--- config.mk ---
export PLATFORM = sky130hd
export DESIGN_NAME = overcurrent_guard
export DESIGN_NICKNAME = d
export VERILOG_FILES = /design/src/rtl/overcurrent_guard_pkg.sv /design/src/rtl/overcurrent_guard_oc_channel.sv /design/src/rtl/overcurrent_guard.sv
export SDC_FILE = /design/constraint.sdc
export NUM_CORES = 1
export LEC_CHECK = 0
export CAP_MARGIN = 10
export CORE_ASPECT_RATIO = 0.9
export CORE_MARGIN = 3
export CORE_UTILIZATION = 44
export DETAILED_ROUTE_END_ITERATION = 8
export PLACE_DENSITY = 0.69
export REMOVE_ABC_BUFFERS = 1
export SYNTH_ARGS = -nofsm -noshare
export SYNTH_HDL_FRONTEND = slang
export SYNTH_SLANG_ARGS = --single-unit
--- constraint.sdc ---
create_clock -name clk -period 2.8 [get_ports clk]
set_input_delay 0.42 -clock clk [delete_from_list [all_inputs] [get_ports clk]]
set_output_delay 0.42 -clock clk [all_outputs]
set_load 0.01 [all_outputs]
--- src/rtl/overcurrent_guard_pkg.sv ---
// Shared state encodings and H-bridge direction codes for the overcurrent guard.
package overcurrent_guard_pkg;

  typedef enum logic [2:0] {
    ST_ARM    = 3'd0,
    ST_RUN    = 3'd1,
    ST_FILTER = 3'd2,
    ST_TRIP   = 3'd3,
    ST_COOL   = 3'd4,
    ST_LOCK   = 3'd5
  } oc_state_e;

  localparam logic [1:0] DIR_COAST   = 2'b00;
  localparam logic [1:0] DIR_FWD     = 2'b01;
  localparam logic [1:0] DIR_REV     = 2'b10;
  localparam logic [1:0] DIR_ILLEGAL = 2'b11;

  function automatic logic dir_legal(input logic [1:0] cmd);
    return (cmd == DIR_FWD) || (cmd == DIR_REV) || (cmd == DIR_COAST);
  endfunction

endpackage

--- src/rtl/overcurrent_guard_oc_channel.sv ---
// One motor channel: comparator synchronisers, protection FSM with debounce,
// qualified cooldown, bounded auto-retry and latched lockout, plus output gating.
module oc_channel
  import overcurrent_guard_pkg::*;
#(
  parameter int DEBOUNCE  = 4,
  parameter int COOLDOWN  = 8,
  parameter int MAX_RETRY = 2,
  parameter int RW        = $clog2(MAX_RETRY + 2)
) (
  input  logic          clk,
  input  logic          rst_n,
  input  logic          pwm_in,
  input  logic [1:0]    motor_cmd,
  input  logic          over,
  input  logic          under,
  input  logic          clear,
  output logic          en_out,
  output logic [1:0]    motor_out,
  output logic          fault,
  output logic          lockout,
  output logic [RW-1:0] trip_count
);

  localparam int TW = $clog2(COOLDOWN + 1);
  localparam int DW = $clog2(DEBOUNCE + 1);
  localparam logic [RW-1:0] TRIP_MAX  = RW'(MAX_RETRY + 1);
  localparam logic [TW-1:0] TIMER_END = TW'(COOLDOWN - 1);
  localparam logic [DW-1:0] DEB_END   = DW'(DEBOUNCE - 1);

  function automatic logic [RW-1:0] sat_inc(input logic [RW-1:0] v);
    return (v >= TRIP_MAX) ? TRIP_MAX : v + 1'b1;
  endfunction

  logic          over_meta_q, over_s_q, under_meta_q, under_s_q;
  oc_state_e     state_q, state_d;
  logic [TW-1:0] timer_q, timer_d;
  logic [DW-1:0] cnt_q, cnt_d;
  logic [RW-1:0] trip_q, trip_d;
  logic          qual, ok;
  logic [RW-1:0] trip_base;

  // Both comparators high is inconsistent; it must never count as a safe cycle.
  assign qual      = under_s_q & ~over_s_q;
  assign trip_base = clear ? '0 : trip_q;

  always_comb begin
    state_d = state_q;
    timer_d = timer_q;
    cnt_d   = cnt_q;
    trip_d  = trip_q;
    unique case (state_q)
      ST_ARM, ST_COOL: begin
        trip_d = trip_base;
        if (!qual) begin
          timer_d = '0;
        end else if (timer_q == TIMER_END) begin
          state_d = ST_RUN;
          timer_d = '0;
        end else begin
          timer_d = timer_q + 1'b1;
        end
      end
      ST_RUN: begin
        trip_d = trip_base;
        if (over_s_q) begin
          if (DEBOUNCE == 1) begin
            state_d = ST_TRIP;
            trip_d  = sat_inc(trip_base);
          end else begin
            state_d = ST_FILTER;
            cnt_d   = DW'(1);
          end
        end
      end
      ST_FILTER: begin
        trip_d = trip_base;
        if (!over_s_q) begin
          state_d = ST_RUN;
          cnt_d   = '0;
        end else if (cnt_q == DEB_END) begin
          state_d = ST_TRIP;
          cnt_d   = '0;
          trip_d  = sat_inc(trip_base);
        end else begin
          cnt_d = cnt_q + 1'b1;
        end
      end
      ST_TRIP: begin
        if (trip_q >= TRIP_MAX) begin
          state_d = ST_LOCK;
        end else begin
          state_d = ST_COOL;
          timer_d = '0;
        end
      end
      ST_LOCK: begin
        // Software clear only releases the bridge once current is genuinely low.
        if (clear && qual) begin
          state_d = ST_RUN;
          trip_d  = '0;
          cnt_d   = '0;
        end
      end
      default: begin
        state_d = ST_ARM;
        timer_d = '0;
        cnt_d   = '0;
      end
    endcase
  end

  always_ff @(posedge clk or negedge rst_n) begin
    if (!rst_n) begin
      over_meta_q  <= 1'b0;
      over_s_q     <= 1'b0;
      under_meta_q <= 1'b0;
      under_s_q    <= 1'b0;
      state_q      <= ST_ARM;
      timer_q      <= '0;
      cnt_q        <= '0;
      trip_q       <= '0;
    end else begin
      over_meta_q  <= over;
      over_s_q     <= over_meta_q;
      under_meta_q <= under;
      under_s_q    <= under_meta_q;
      state_q      <= state_d;
      timer_q      <= timer_d;
      cnt_q        <= cnt_d;
      trip_q       <= trip_d;
    end
  end

  // Outputs decode registered state only, so PWM passes with zero latency.
  assign ok         = (state_q == ST_RUN) || (state_q == ST_FILTER);
  assign en_out     = pwm_in & ok;
  assign motor_out  = (ok && dir_legal(motor_cmd)) ? motor_cmd : DIR_COAST;
  assign fault      = (state_q == ST_TRIP) || (state_q == ST_COOL) || (state_q == ST_LOCK);
  assign lockout    = (state_q == ST_LOCK);
  assign trip_count = trip_q;

endmodule

--- src/rtl/overcurrent_guard.sv ---
// Multi-channel overcurrent guard: CH independent protection channels between
// the PWM/direction logic and the H-bridge drivers.
module overcurrent_guard
  import overcurrent_guard_pkg::*;
#(
  parameter  int CH        = 2,
  parameter  int DEBOUNCE  = 4,
  parameter  int COOLDOWN  = 8,
  parameter  int MAX_RETRY = 2,
  localparam int RW        = $clog2(MAX_RETRY + 2)
) (
  input  logic              clk,
  input  logic              rst_n,
  input  logic              pwm_in,
  input  logic [2*CH-1:0]   motor_cmd,
  input  logic [CH-1:0]     over,
  input  logic [CH-1:0]     under,
  input  logic [CH-1:0]     clear,
  output logic [CH-1:0]     en_out,
  output logic [2*CH-1:0]   motor_out,
  output logic [CH-1:0]     fault,
  output logic [CH-1:0]     lockout,
  output logic [CH*RW-1:0]  trip_count
);

  for (genvar i = 0; i < CH; i++) begin : g_ch
    oc_channel #(
      .DEBOUNCE  (DEBOUNCE),
      .COOLDOWN  (COOLDOWN),
      .MAX_RETRY (MAX_RETRY),
      .RW        (RW)
    ) u_ch (
      .clk        (clk),
      .rst_n      (rst_n),
      .pwm_in     (pwm_in),
      .motor_cmd  (motor_cmd[2*i +: 2]),
      .over       (over[i]),
      .under      (under[i]),
      .clear      (clear[i]),
      .en_out     (en_out[i]),
      .motor_out  (motor_out[2*i +: 2]),
      .fault      (fault[i]),
      .lockout    (lockout[i]),
      .trip_count (trip_count[RW*i +: RW])
    );
  end

endmodule

Word level (Yosys, flattened, before mapping)
Index checks and enable logic that the tools add are counted.
{"block": "totals", "reg_bits": 32, "output_inout_bits": 14, "word_cells": 150}
{"block": "op_classes", "add_sub_neg": 6, "magnitude_cmp": 4, "n_eq_ne": 30, "n_mux": 48, "bitwise": 10, "n_reduce_logical": 36}
{"cell": "$mux 3", "count": 20}
{"cell": "$pmux 3 s5", "count": 2}
{"cell": "$mux 2", "count": 12}
{"cell": "$mux 4", "count": 6}
{"cell": "$pmux 3 s4", "count": 2}
{"cell": "$pmux 4 s3", "count": 2}
{"cell": "$eq 3x2->1 const B", "count": 6}
{"cell": "$reduce_or 3->1", "count": 6}
{"cell": "$eq 3x3->1 const B", "count": 4}
{"cell": "$ne 2x1->1 const B", "count": 6}
{"cell": "$pmux 2 s3", "count": 2}
{"cell": "$logic_or 1x1->1", "count": 10}
{"cell": "$reduce_and 5->1", "count": 2}
{"cell": "$add 4x1->4 const B", "count": 2}
{"cell": "$eq 4x3->1 const B", "count": 2}
{"cell": "$ge 2x2->1 const B", "count": 4}
{"cell": "$ne 2x2->1 const B", "count": 4}
{"cell": "$reduce_and 2->1", "count": 4}
{"cell": "$add 3x1->3 const B", "count": 2}
{"cell": "$eq 3x1->1 const B", "count": 2}
{"cell": "$logic_not 3->1", "count": 2}
{"cell": "$ne 3x3->1 const B", "count": 2}
{"cell": "$not 1->1", "count": 6}
{"cell": "$reduce_and 3->1", "count": 2}
{"cell": "other kinds (9)", "count": 22}

Longest topological paths before layout
{"block": "logic_depth", "word_depth": 6, "mapped_depth": 5, "depth_no_buf": 5}

Cells and area by module
From an unflattened synthesis, not the netlist that was laid out.
{"block": "hier_totals", "cells_unflattened": 176, "area_unflattened_um2": 1756.7}
{"mod": "oc_channel at g_ch[1].u_ch", "n_inst": 1, "cells_each": 89, "area_each_um2": 879.6, "seq_area_each_um2": 400.4}
{"mod": "oc_channel at g_ch[0].u_ch", "n_inst": 1, "cells_each": 87, "area_each_um2": 877.1, "seq_area_each_um2": 400.4}

Worst setup path before layout
OpenSTA, ideal clock, no wires.
{"block": "synth_timing", "path_type": "register -> output", "from": "register g_ch[0].u_ch.state_q[0]", "to": "output port motor_out[1]", "t_arrival_ns": 1.224, "path_slack_ns": 1.156, "path_stages_with_launch": 5, "n_path_buf": 1, "path_cell_list": "dfrtp_1 -> buf_6 -> nand2b_1 -> a21o_1 -> nor3b_1"}
{"block": "synth_via", "elab_chain_len": 4, "elab_cells_between_ends": 5}
{"item": "start, declared", "line_no": "overcurrent_guard_oc_channel.sv:36", "text": "oc_state_e state_q, state_d;"}
{"item": "start signal, assigned", "line_no": "overcurrent_guard_oc_channel.sv:128", "text": "state_q <= state_d;"}
{"item": "$eq 3x1->1 or $eq 3x2->1 (tied branches)", "line_no": "overcurrent_guard_oc_channel.sv:136", "text": "assign ok = (state_q == ST_RUN) || (state_q == ST_FILTER);"}
{"item": "$logic_or 1x1->1 *", "line_no": "overcurrent_guard_oc_channel.sv:136"}
{"item": "$logic_and 1x1->1 *", "line_no": "overcurrent_guard_oc_channel.sv:138", "text": "assign motor_out = (ok && dir_legal(motor_cmd)) ? motor_cmd : DIR_COAST;"}
{"item": "$mux 2 *", "line_no": "overcurrent_guard_oc_channel.sv:138"}
{"item": "end, declared", "line_no": "overcurrent_guard.sv:20", "text": "output logic [2*CH-1:0] motor_out,"}
Every way passes the cells marked *; elsewhere a longest branch is shown, timed or not.

Final worst setup path
{"block": "layout_timing", "from": "register g_ch[1].u_ch.state_q[0]", "to": "output port motor_out[3]"}
{"block": "layout_via", "elab_chain_len": 4, "elab_cells_between_ends": 5}
{"item": "start, declared", "line_no": "overcurrent_guard_oc_channel.sv:36"}
{"item": "start signal, assigned", "line_no": "overcurrent_guard_oc_channel.sv:128"}
{"item": "$eq 3x1->1 or $eq 3x2->1 (tied branches)", "line_no": "overcurrent_guard_oc_channel.sv:136"}
{"item": "$logic_or 1x1->1 *", "line_no": "overcurrent_guard_oc_channel.sv:136"}
{"item": "$logic_and 1x1->1 *", "line_no": "overcurrent_guard_oc_channel.sv:138"}
{"item": "$mux 2 *", "line_no": "overcurrent_guard_oc_channel.sv:138"}
Marked as above.

==> results_dict.tcl <==
set metrics [dict create \
    clock-sinks 32 \
    routed_wl_mm 3.78 \
    ys_seq_elements 32 \
    area_growth_pct 20.6 \
    path_cells "nand2b_1, a21o_1, nor3b_1, clkdlybuf4s50_1" \
    overflow 0 \
    pwr-share-seq_pct 37.8 \
    tns_ps 0 \
    pwr_density_cell_mw_per_mm2 877 \
    cp.arrival_ps 2090 \
    postCtsSetupBuffers 0 \
    start_util_pct 46.8 \
    clk_pin_slew_ps 70 \
    synthTopCellsByArea "dfrtp_1, o21ai_0, a21oi_1, nand2b_1, ha_1" \
    worst-path-max-fanout 13 \
    htree_levels 2 \
    drt_iter0_drc 52 \
    cts_resized 0 \
    grt_setup_unrepaired "no" \
    power_frac_comb_pct 36.4 \
    crit_required_ps 2380 \
    row_count 21 \
    pre_cts_ws_ps 607 \
    tritoncts "done" \
    cap_violations 0 \
    crit_slowest_cell "clkdlybuf4s50_1" \
    grt_pass1_wl_mm 6.80 \
    synth_ff_type "dfrtp_1" \
    synth.most_common_cell "dfrtp_1" \
    drv_slew 0 \
    synth.distinct_cells 49 \
    p_switching_uw 677 \
    pin_count 27 \
    holdBufCountCts 0 \
    async_reset_ff_share_pct 100 \
    vias_per_cell 5.71 \
    status "finished clean" \
    first_global_vias 1414 \
    yosysTopAreaCellShare_pct 44.9 \
    cp_num_buf_inv 1 \
    cellLeakagePower_uw 0.000936 \
    cts-buffers-inserted 5 \
    p_int_uw 1210 \
    num_vias 1428 \
    finalNetCount 220 \
    clockBufferDepth 2 \
    die_x_um 73.1 \
    diodes 0 \
    synth.avg_cell_area_um2 9.80 \
    yosys_warnings 0 \
    skew_ps 9.29 \
    grt_max_degree 33 \
    synth_edf_count 0 \
    core_mm2 0.00381 \
    hold_path_class "reg -> reg" \
    io_buffers 26 \
    finalCritPeriodShare_pct 89.6 \
    max_slew_margin_pct 61.6 \
    yosysSeqAreaShare_pct 44.9 \
    crit_family "buffers and inverters" \
    dieHeight_um 66.4 \
    fmax_mhz 398 \
    gp_congestion 0.769 \
    power_frac_clock_pct 25.9 \
    peakVddDrop_v 0.000492 \
    clkLatencyLatePin_ps 280 \
    end_kind "output port" \
    synthCells 182 \
    wl_per_cell_um 15.1 \
    fin_crit_ps 2510 \
    synth_commonest_cells "dfrtp_1, o21ai_0, a21oi_1, nand2_1, nand2b_1" \
    yosysTopAreaCell "dfrtp_1" \
    root_buffer "clkbuf_8" \
    crit_path_start_kind "flip-flop" \
    netSwitchingFraction_pct 35.9 \
    dpl.hpwl_mm 2.77 \
    drt-pass1-iter-count 4 \
    worst_slew_pin_slew_ps 576 \
    ant_nets 0 \
    crit_type "reg -> out" \
    drive_above_1_share_pct 9.31 \
    die-area_mm2 0.00485 \
    antenna_found_initial 0 \
    gr-usage-all-layers_pct 18.0 \
    finalSetupViolCount 0 \
    route.detailed.drc 0 \
    max_stage_delay_ps 570 \
    hold_viol_final 0 \
    netlist_area_mm2 0.00178 \
    worst_slack_ps 290 \
]
power by group through the flow:
stage	clock (uW)	combinational [uW]	sequential, uW
detailed placement	0	687	715
CTS	497	691	706
floorplan	0	470	673
global route	516	777	731
global placement	0	654	698
finish	487	686	712
sequential cells by signal, indices dropped and copies added, names as in the netlist:
signal and flops:
g_ch.u_ch.cnt_q 6, g_ch.u_ch.over_meta_q 2, g_ch.u_ch.over_s_q 2, g_ch.u_ch.state_q 6
g_ch.u_ch.timer_q 8, g_ch.u_ch.trip_count 4, g_ch.u_ch.under_meta_q 2, g_ch.u_ch.under_s_q 2
logic make-up (layout without fill, tap and decap cells):
| family | Yosys count | in the layout | share of synthesized area, % |
|---|---|---|---|
| AO/OA/AOI/OAI | 61 | 61 | 22.6 |
| flip-flops | 32 | 32 | 44.9 |
| buffers and inverters | 16 | 38 | 5.33 |
| AND/OR/NAND/NOR | 65 | 65 | 21.9 |
| adder cells (fa/ha/maj) | 4 | 4 | 2.81 |
| multiplexers | 4 | 4 | 2.46 |
area by class of cell:
class / instances / area (um^2)
fillers: 339 / 1660
clock inverters: 1 / 30.0
well taps: 46 / 57.6
repair buffers: 27 / 268
inverters: 3 / 11.3
multi-input cells: 134 / 887
clock buffers: 7 / 96.3
flip-flops and latches: 32 / 801
cell usage in the layout, fill, tap and decap left out, types with 2 or more instances in the layout:
cell type        instances
o21ai_0                 16
a22o_1                   4
o21a_1                   2
o211ai_1                 2
and2_1                   6
mux2_2                   3
nand3_1                  3
a21o_1                   5
and4b_1                  2
nor3b_1                  4
clkdlybuf4s50_1         26
and3b_1                  2
nand2_1                 12
dfrtp_1                 32
o31ai_1                  2
nand2b_1                 9
a31oi_1                  2
o41ai_1                  3
clkbuf_8                 7
nor3_1                   2
ha_1                     4
inv_1                    3
a21oi_1                 12
a221oi_1                 2
nor2_1                   8
nor2b_1                  8
layer usage:
| metal | GRT usage [%] | up-vias | wire length (um) |
|---|---|---|---|
| met4 | 5.76 | 0 | 38 |
| met2 | 28.3 | 34 | 1750 |
| met1 | 24.0 | 686 | 1840 |
| li1 | - | 700 | - |
| met5 | 0 | - | 0 |
| met3 | 4.56 | 8 | 154 |
path summary, 6_finish.rpt:
check | start | to | slack, ps | cells past startpoint
worst min-delay path | g_ch[0].u_ch.under_meta_q$_DFF_PN0_ | g_ch[0].u_ch.under_s_q$_DFF_PN0_ | 350 | 0
worst min register to register | g_ch[0].u_ch.under_meta_q$_DFF_PN0_ | g_ch[0].u_ch.under_s_q$_DFF_PN0_ | 350 | 0
worst max register to register | g_ch[0].u_ch.state_q[2]$_DFFE_PN0P_ | g_ch[0].u_ch.cnt_q[0]$_DFFE_PN0P_ | 1100 | 4
worst max-delay path | g_ch[1].u_ch.state_q[0]$_DFFE_PN0P_ | motor_out[3] | 290 | 4
max in group asynchronous | rst_n | g_ch[0].u_ch.cnt_q[0]$_DFFE_PN0P_ | 1970 | 2
min in group asynchronous | rst_n | g_ch[1].u_ch.trip_count[0]$_DFFE_PN0P_ | 520 | 2
stage by stage:
step / hold WS (ps) / area [um^2] / cells / util, % / total power (uW)
after floorplan: 124 / 1700 / 169 / - / 1140
after global placement: 332 / 2020 / 242 / 53.1 / 1350
after detailed placement: 339 / 2020 / 242 / 53.1 / 1400
after CTS: 354 / 2150 / 250 / 56.5 / 1890
after global routing: 366 / 2150 / 250 / 56.5 / 2020
final: 352 / 2150 / 250 / 56.5 / 1890
Power figures use the tool's default switching activity.
